**config.mk**
```make
export PLATFORM = sky130hd
export DESIGN_NAME = rifl_ber_mon_flat
export DESIGN_NICKNAME = d
export VERILOG_FILES = /design/src/rtl/rifl_ber_mon_if.sv /design/src/rtl/rifl_ber_mon.sv /design/src/flat_wrapper.sv
export SDC_FILE = /design/constraint.sdc
export NUM_CORES = 1
export LEC_CHECK = 0
export CAP_MARGIN = 20
export CORE_ASPECT_RATIO = 0.7
export CORE_MARGIN = 3
export CORE_UTILIZATION = 50
export CTS_CLUSTER_DIAMETER = 60
export CTS_CLUSTER_SIZE = 16
export DETAILED_ROUTE_END_ITERATION = 7
export PLACE_DENSITY = 0.73
export SKIP_CTS_REPAIR_TIMING = 1
export SYNTH_ARGS = -nofsm -noshare
export SYNTH_HDL_FRONTEND = slang
export SYNTH_SLANG_ARGS = --single-unit
```
**constraint.sdc**
```tcl
create_clock -name clk -period 9.6 [get_ports clk]
set_clock_uncertainty 0.2 [all_clocks]
set_input_delay 1.92 -clock clk [delete_from_list [all_inputs] [get_ports clk]]
set_output_delay 1.92 -clock clk [all_outputs]
set_load 0.01 [all_outputs]
```
**src/rtl/rifl_ber_mon_if.sv**
```systemverilog
// RX user-data beat bundle feeding the RIFL BER monitor.
// Carries no backpressure: the receiver must accept every beat offered.
interface rifl_ber_mon_if #(
   parameter int DWIDTH = 64
);
   logic              rx_valid;
   logic [DWIDTH-1:0] rx_data;

   modport master (output rx_valid, rx_data);
   modport slave  (input  rx_valid, rx_data);
endinterface

```
**src/rtl/rifl_ber_mon.sv**
```systemverilog
// PRBS-31 self-synchronising bit-error-rate monitor for the RIFL RX data path.
// Latency: 2 cycles from beat to counters/locked; no backpressure, idle cycles simply hold state.
module rifl_ber_mon #(
   parameter int DWIDTH   = 64,
   parameter int LOCK_CNT = 16,
   parameter int LOSS_CNT = 8,
   parameter int CNT_W    = 48
) (
   input  logic               clk,
   input  logic               rst_n,
   rifl_ber_mon_if.slave      rx,
   input  logic               clr,
   output logic               locked,
   output logic [CNT_W-1:0]   bit_err_cnt,
   output logic [CNT_W-1:0]   word_err_cnt,
   output logic [CNT_W-1:0]   word_cnt,
   output logic [15:0]        lock_loss_cnt
);
   localparam int PCW = $clog2(DWIDTH + 1);
   localparam int SW  = CNT_W + PCW + 1;

   typedef enum logic {SEARCH, LOCKED} state_t;

   state_t            state, state_nxt;
   logic [7:0]        good_run, good_nxt, bad_run, bad_nxt;
   logic              seed, seed_nxt, lost, count_en;
   logic [30:0]       rx_hist, pred;
   logic [DWIDTH-1:0] exp_beat, s1_xor;
   logic              s1_vld;
   logic [PCW-1:0]    err_bits;

   // history bit 0 is the oldest serial bit, bit 30 the most recent
   function automatic logic [DWIDTH-1:0] prbs_next(input logic [30:0] hist);
      logic [30:0]       h;
      logic              b;
      logic [DWIDTH-1:0] beat;
      h    = hist;
      beat = '0;
      for (int i = 0; i < DWIDTH; i++) begin
         b       = h[0] ^ h[3];
         beat[i] = b;
         h       = {b, h[30:1]};
      end
      return beat;
   endfunction

   function automatic logic [PCW-1:0] popcount(input logic [DWIDTH-1:0] v);
      logic [PCW-1:0] c;
      c = '0;
      for (int i = 0; i < DWIDTH; i++) c = c + PCW'(v[i]);
      return c;
   endfunction

   function automatic logic [CNT_W-1:0] sat_add(input logic [CNT_W-1:0] a, input logic [PCW-1:0] b);
      logic [SW-1:0] s;
      s = SW'(a) + SW'(b);
      return (s > SW'({CNT_W{1'b1}})) ? {CNT_W{1'b1}} : s[CNT_W-1:0];
   endfunction

   // On the SEARCH->LOCKED edge the locking beat was error-free, so the
   // self-sync and free-running predictions coincide for the next beat.
   assign exp_beat = prbs_next((state == LOCKED) ? pred : rx_hist);

   always_ff @(posedge clk or negedge rst_n) begin
      if (!rst_n) begin
         s1_vld  <= 1'b0;
         s1_xor  <= '0;
         rx_hist <= '0;
         pred    <= '0;
      end else begin
         s1_vld <= rx.rx_valid;
         if (rx.rx_valid) begin
            s1_xor  <= rx.rx_data ^ exp_beat;
            rx_hist <= rx.rx_data[DWIDTH-1 -: 31];
            pred    <= exp_beat[DWIDTH-1 -: 31];
         end
      end
   end

   assign err_bits = popcount(s1_xor);

   always_comb begin
      state_nxt = state;
      good_nxt  = good_run;
      bad_nxt   = bad_run;
      seed_nxt  = seed;
      lost      = 1'b0;
      count_en  = 1'b0;
      if (s1_vld) begin
         unique case (state)
            SEARCH: begin
               if (seed) begin
                  seed_nxt = 1'b0;
               end else if (err_bits == '0) begin
                  if (good_run == 8'(LOCK_CNT - 1)) begin
                     state_nxt = LOCKED;
                     good_nxt  = '0;
                  end else begin
                     good_nxt = good_run + 8'd1;
                  end
               end else begin
                  good_nxt = '0;
               end
            end
            LOCKED: begin
               count_en = 1'b1;
               if (err_bits > PCW'(DWIDTH / 4)) begin
                  if (bad_run == 8'(LOSS_CNT - 1)) begin
                     state_nxt = SEARCH;
                     bad_nxt   = '0;
                     good_nxt  = '0;
                     seed_nxt  = 1'b1;
                     lost      = 1'b1;
                  end else begin
                     bad_nxt = bad_run + 8'd1;
                  end
               end else begin
                  bad_nxt = '0;
               end
            end
         endcase
      end
   end

   always_ff @(posedge clk or negedge rst_n) begin
      if (!rst_n) begin
         state    <= SEARCH;
         good_run <= '0;
         bad_run  <= '0;
         seed     <= 1'b1;
      end else begin
         state    <= state_nxt;
         good_run <= good_nxt;
         bad_run  <= bad_nxt;
         seed     <= seed_nxt;
      end
   end

   always_ff @(posedge clk or negedge rst_n) begin
      if (!rst_n) begin
         bit_err_cnt   <= '0;
         word_err_cnt  <= '0;
         word_cnt      <= '0;
         lock_loss_cnt <= '0;
      end else if (clr) begin
         bit_err_cnt   <= '0;
         word_err_cnt  <= '0;
         word_cnt      <= '0;
         lock_loss_cnt <= '0;
      end else begin
         if (count_en) begin
            word_cnt     <= sat_add(word_cnt, PCW'(1));
            bit_err_cnt  <= sat_add(bit_err_cnt, err_bits);
            word_err_cnt <= sat_add(word_err_cnt, PCW'(err_bits != '0));
         end
         if (lost && lock_loss_cnt != 16'hFFFF) lock_loss_cnt <= lock_loss_cnt + 16'd1;
      end
   end

   assign locked = (state == LOCKED);
endmodule

```
**src/flat_wrapper.sv**
```systemverilog
// flat-port wrapper written by rule: the top's interface ports become plain ports
module rifl_ber_mon_flat 
#(
   parameter int DWIDTH   = 64,
   parameter int LOCK_CNT = 16,
   parameter int LOSS_CNT = 8,
   parameter int CNT_W    = 48
)
  (clk, rst_n, clr, locked, bit_err_cnt, word_err_cnt, word_cnt, lock_loss_cnt, rx_rx_valid, rx_rx_data);
  rifl_ber_mon_if #(.DWIDTH(DWIDTH)) rx_i ();
  input  logic clk;
  input  logic rst_n;
  input  logic clr;
  output logic locked;
  output logic [CNT_W-1:0] bit_err_cnt;
  output logic [CNT_W-1:0] word_err_cnt;
  output logic [CNT_W-1:0] word_cnt;
  output logic [15:0] lock_loss_cnt;
  input wire logic [$bits(rx_i.rx_valid)-1:0] rx_rx_valid;
  input wire logic [$bits(rx_i.rx_data)-1:0] rx_rx_data;
  assign rx_i.rx_valid = rx_rx_valid;
  assign rx_i.rx_data = rx_rx_data;
  rifl_ber_mon #(.DWIDTH(DWIDTH), .LOCK_CNT(LOCK_CNT), .LOSS_CNT(LOSS_CNT), .CNT_W(CNT_W)) u_core (.clk(clk), .rst_n(rst_n), .rx(rx_i), .clr(clr), .locked(locked), .bit_err_cnt(bit_err_cnt), .word_err_cnt(word_err_cnt), .word_cnt(word_cnt), .lock_loss_cnt(lock_loss_cnt));
endmodule
```
# Word level (Yosys, flattened, before mapping)
# Index checks and enable logic that the tools add are counted.
# Widths: inputs -> output; s select.
totals:
  reg_bits: 305
  word_cells: 200
op_classes:
  addsub: 69
  n_lt_le_gt_ge: 4
  eq_ne: 6
  n_mux: 35
  n_bitwise: 66
  n_reduce_logical: 8
op_table:
  columns: ["cell", "count"]
  rows:
  - ["$add 7x1->7", 62]
  - ["$mux 48", 9]
  - ["$gt 56x48->1 const B", 3]
  - ["$xor 1x1->1", 64]
  - ["$xor 64x64->64", 1]
  - ["$mux 8", 7]
  - ["$add 48x1->49", 1]
  - ["$add 48x1->49 const B", 1]
  - ["$add 48x7->49", 1]
  - ["$mux 16", 2]
  - ["$mux 31", 1]
  - ["$add 16x1->16 const B", 1]
  - ["$add 8x1->8 const B", 2]
  - ["$ne 16x16->1 const B", 1]
  - ["$pmux 8 s2", 1]
  - ["$mux 1", 13]
  - ["$eq 8x3->1 const B", 1]
  - ["$eq 8x4->1 const B", 1]
  - ["$gt 7x5->1 const B", 1]
  - ["$logic_not 7->1", 1]
  - ["$reduce_bool 7->1", 1]
  - ["$ne 2x2->1 const B", 3]
  - ["$pmux 1 s2", 2]
  - ["$reduce_and 4->1", 1]
  - ["other kinds (6)", 7]

# Longest topological paths before layout
depth:
  depth_word: 70
  mapped_depth: 32

# Worst setup path after synthesis
# Ideal clock, no wire load.
synth_path:
  path_kind: "register -> register"
  start: "register u_core.s1_xor[0]"
  end: "register u_core.word_err_cnt[25]"
  setup_ps: 99
  t_arrival_ps: 8196
  slack_ps: 1105
  path_stages_with_launch: 28
  n_path_buf: 1
  synth_period_minus_slack_ps: 8495
  cell_sequence: "dfrtp_1 ha_1 inv_1 fa_1 inv_1 fa_1 fa_1 fa_1 fa_1 fa_1 inv_1 fa_1 fa_1 fa_1 fa_1 nand2b_1 a21oi_1 a211oi_1 o2111ai_1 ha_1 ha_1 clkbuf_1 nand4_1 nor3_1 nand2_1 or4_1 nor3b_1 a311oi_1"
synth_between:
  elab_chain_cells: 69
synth_rtl:
  columns: ["element", "line_no", "text"]
  rows:
  - ["start, declared", "rifl_ber_mon.sv:28", "logic [DWIDTH-1:0] exp_beat, s1_xor;"]
  - ["start signal, assigned", "rifl_ber_mon.sv:73", "s1_xor <= rx.rx_data ^ exp_beat;"]
  - ["$add 1x1->2 *", "rifl_ber_mon.sv:50", "for (int i = 0; i < DWIDTH; i++) c = c + PCW'(v[i]);"]
  - ["$add 7x1->7 * (62 in a row)", "rifl_ber_mon.sv:50", null]
  - ["$reduce_bool 7->1 *", "rifl_ber_mon.sv:154", "word_err_cnt <= sat_add(word_err_cnt, PCW'(err_bits != '0));"]
  - ["$add 48x1->49 *", "rifl_ber_mon.sv:56", "s = SW'(a) + SW'(b);"]
  - ["$gt 56x48->1", "rifl_ber_mon.sv:57", "return (s > SW'({CNT_W{1'b1}})) ? {CNT_W{1'b1}} : s[CNT_W-1:0];"]
  - ["$mux 48 *", "rifl_ber_mon.sv:57", null]
  - ["$mux 48 *", "rifl_ber_mon.sv:151", "if (count_en) begin"]
  - ["$mux 48 *", "rifl_ber_mon.sv:145", "end else if (clr) begin"]
  - ["end signal, assigned", "rifl_ber_mon.sv:154", null]
  - ["end, declared", "rifl_ber_mon.sv:15", "output logic [CNT_W-1:0] word_err_cnt,"]
# Every way passes the cells marked *; elsewhere a longest branch is shown, timed or not. The select of a mux whose other input is x is not followed.
# A chain may end at the register's enable or synchronous reset.

# Final worst setup path
# Same ends and word-level chain as after synthesis.

==> results.py <==
metrics = {
    "synth": {
        "syn_nets": 2127,
        "netlist_area_sq_mm": 0.01850,
        "synth-edff-count": 0,
        "synth_warnings": 0,
        "synth_cells": 1973,
        "async_flop_share": 1.000,
        "post-synth-top-count-cell": "dfrtp_1",
        "synth_common_cells": "dfrtp_1, nor2_1, a21oi_1, nand2_1, inv_1",
        "syn_avg_cell_area_sq_um": 9.378,
        "synth_flop_cell": "dfrtp_1",
        "yosys.area.top_type": "dfrtp_1",
        "ys_ff_latch": 305,
        "ys_types": 76,
        "ys_seq_area_frac": 0.4126,
        "synth.area.top_cells": "dfrtp_1, fa_1, xnor2_1, nor2_1, a21oi_1",
        "synth_top_cell_area_share": 0.4111,
    },
    "setup_path": {
        "r2r-start": "u_core.s1_xor[0]",
        "timing.rr.end": "u_core.word_err_cnt[25]",
        "slowest_stage": "fa_1",
        "critPathRequiredTime_ns": 9.85,
        "reg2reg_slack_ns": 0.52,
        "start_kind": "flip-flop",
        "ff2ff_path_depth": 26,
        "crit_top_cell": "fa_1",
        "crit_fanout": 9,
        "end_kind": "flip-flop",
        "slowest_delay_ns": 0.55,
        "crit_type": "reg -> reg",
        "arrival_ns": 9.33,
    },
    "layout": {
        "fin_util": 0.6067,
        "drive_above_1_share": 0.07308,
        "area_growth_pct": 18.74,
        "multi_input_area_sq_mm": 0.009970,
        "nets": 2298,
        "n_fill_cell": 3050,
        "register_area_sq_mm": 0.007634,
    },
    "sta": {
        "fin_ws_ns": 0.5198,
        "tightestPinTransition_ns": 1.055,
        "fin_setup_tns_ns": 0,
        "fin_crit_sh": 0.9459,
        "max_freq_mhz": 110.1,
        "timing.hold.ws_ns": 0.2995,
        "setup_viol_count_final": 0,
        "rsz0062_at_grt": "no",
        "drv_slew": 0,
        "period_minus_slack_ns": 9.080,
        "hold_viol": 0,
        "worst_slew_margin_rel": 0.2970,
    },
    "floorplanning": {
        "core_area_sq_mm": 0.03621,
        "ios": 229,
        "initial_core_util": 0.5110,
        "rows": 58,
        "die_x_um": 235.9,
        "die_area_sq_mm": 0.03939,
        "die_height_um": 166.9,
    },
    "hold_path": {
        "whs_path_depth": 1,
        "hold_class": "reg -> reg",
        "hp-start": "u_core.good_run[3]",
        "min_to": "u_core.good_run[3]",
    },
    "routing": {
        "drt_wl_total_um": 53810,
        "vias": 15830,
        "dr.pass1.iters": 5,
        "dr.first_iter.drc_count": 1496,
        "ant_nets": 0,
        "wl_per_cell_um": 20.35,
        "drc_errors": 0,
        "vias_per_cell": 5.986,
    },
    "place": {
        "portBuffers": 228,
        "globalplace.congestion": 0.9302,
        "hpwl_um": 38740,
        "place_ws_ns": 0.5496,
    },
    "flow_run": {
        "cap_violations": 0,
    },
    "global_route": {
        "grt_pass1_wl_um": 85430,
        "first_global_vias": 15150,
        "grt_remaining_overflow": 0,
        "antenna_found_initial": 3,
        "grt_max_degree": 137,
        "grt_use_total": 0.2665,
    },
    "clock_network": {
        "clock_sinks": 305,
        "path_clk_slew_ns": 0.08,
        "cts_tree": "done",
        "root_buffer": "clkbuf_16",
        "cts_buffer_depth": 3,
        "numCtsBuffers": 26,
        "h-tree-depth": 1,
        "insertion_delay_ns": 0.56,
    },
    "run_status": {
        "status": "finished clean",
    },
}
## cell type report
| class | count | area share |
|---|---|---|
| Multi-Input combinational cell | 1445 | 0.4538 |
| Antenna cell | 2 | 0.0002278 |
| Clock inverter | 11 | 0.005980 |
| Inverter | 120 | 0.02050 |
| Timing Repair Buffer | 246 | 0.1117 |
| Sequential cell | 305 | 0.3475 |
| Tap cell | 480 | 0.02734 |
| Clock buffer | 35 | 0.03303 |
## worst max-delay path: cells and delay by family (launching register included)
family	cells	cell delay (ns)
adders and majority gates	13	5.55
and+or+nand+nor	6	1.59
AOI/OAI and AO/OA	4	1.10
DFF	1	0.39
buffers and inverters	3	0.14
## per-stage QoR
stage | instance area [sq um] | std cells
after detailed placement | 21080 | 2595
after CTS | 21940 | 2641
after floorplan | 18500 | 1973
after global routing | 21970 | 2644
after global placement | 21080 | 2595
final | 21970 | 2644
## cell families (layout without fill, tap and decap cells)
logic type	count (synthesis)	count (layout)	synth area share
AOI/OAI and AO/OA	407	407	0.1380
and+or+nand+nor	685	685	0.1839
muxes	85	85	0.05004
other	0	2	0
xor gates and xnor gates	182	182	0.08615
DFF	305	305	0.4126
buffers and inverters	223	412	0.04889
adders and majority gates	86	86	0.08047
## worst max path at each step
stage / from / to / slack [ns] / cells past startpoint
after floorplan: u_core.s1_xor[0] / u_core.word_err_cnt[25] / 1.10 / 27
after global placement: u_core.s1_xor[0] / u_core.word_err_cnt[25] / 0.68 / 26
after detailed placement: u_core.s1_xor[0] / u_core.word_err_cnt[8] / 0.55 / 24
after CTS: u_core.s1_xor[0] / u_core.word_err_cnt[25] / 0.54 / 26
after global routing: u_core.s1_xor[1] / u_core.word_err_cnt[25] / 0.07 / 26
final: u_core.s1_xor[0] / u_core.word_err_cnt[25] / 0.52 / 26
## layer usage
layer	wire length [um]	share of wire	global-route usage	vias up
li1	-	-	-	7235
met1	24900	0.46	0.4110	7879
met2	23860	0.44	0.3962	634
met3	4077	0.076	0.04718	76
met4	945	0.018	0.04995	2
met5	20	0.00037	0	-
## state kept, by name, indices dropped and copies added, names as in the netlist
signal / cells
u_core.rx_hist: 31
u_core.bit_err_cnt: 48
u_core.locked: 1
u_core.s1_vld: 1
u_core.word_cnt: 48
u_core.seed: 1
u_core.pred: 31
u_core.bad_run: 8
u_core.good_run: 8
u_core.word_err_cnt: 48
u_core.s1_xor: 64
u_core.lock_loss_cnt: 16
## cells in the final DEF (no fill, tap or decap), types with 17 or more instances in the layout
master             n
fa_1              55
o21ai_0           71
nand2_1          125
xnor2_1          103
inv_1            119
a311oi_1          36
nor2_1           234
mux2_2            60
ha_1              31
a31oi_1           22
and3_1            46
mux2i_1           25
dfrtp_1          304
nand3_1           83
nor3_1            57
and4_1            23
clkbuf_16         27
a211oi_1          36
clkdlybuf4s50_1  225
xor2_1            79
a21oi_1          173
buf_4             17
nand4_1           30
Power is not shown: default switching activity piles up to over one toggle a cycle in this logic, so the estimate is an artifact.
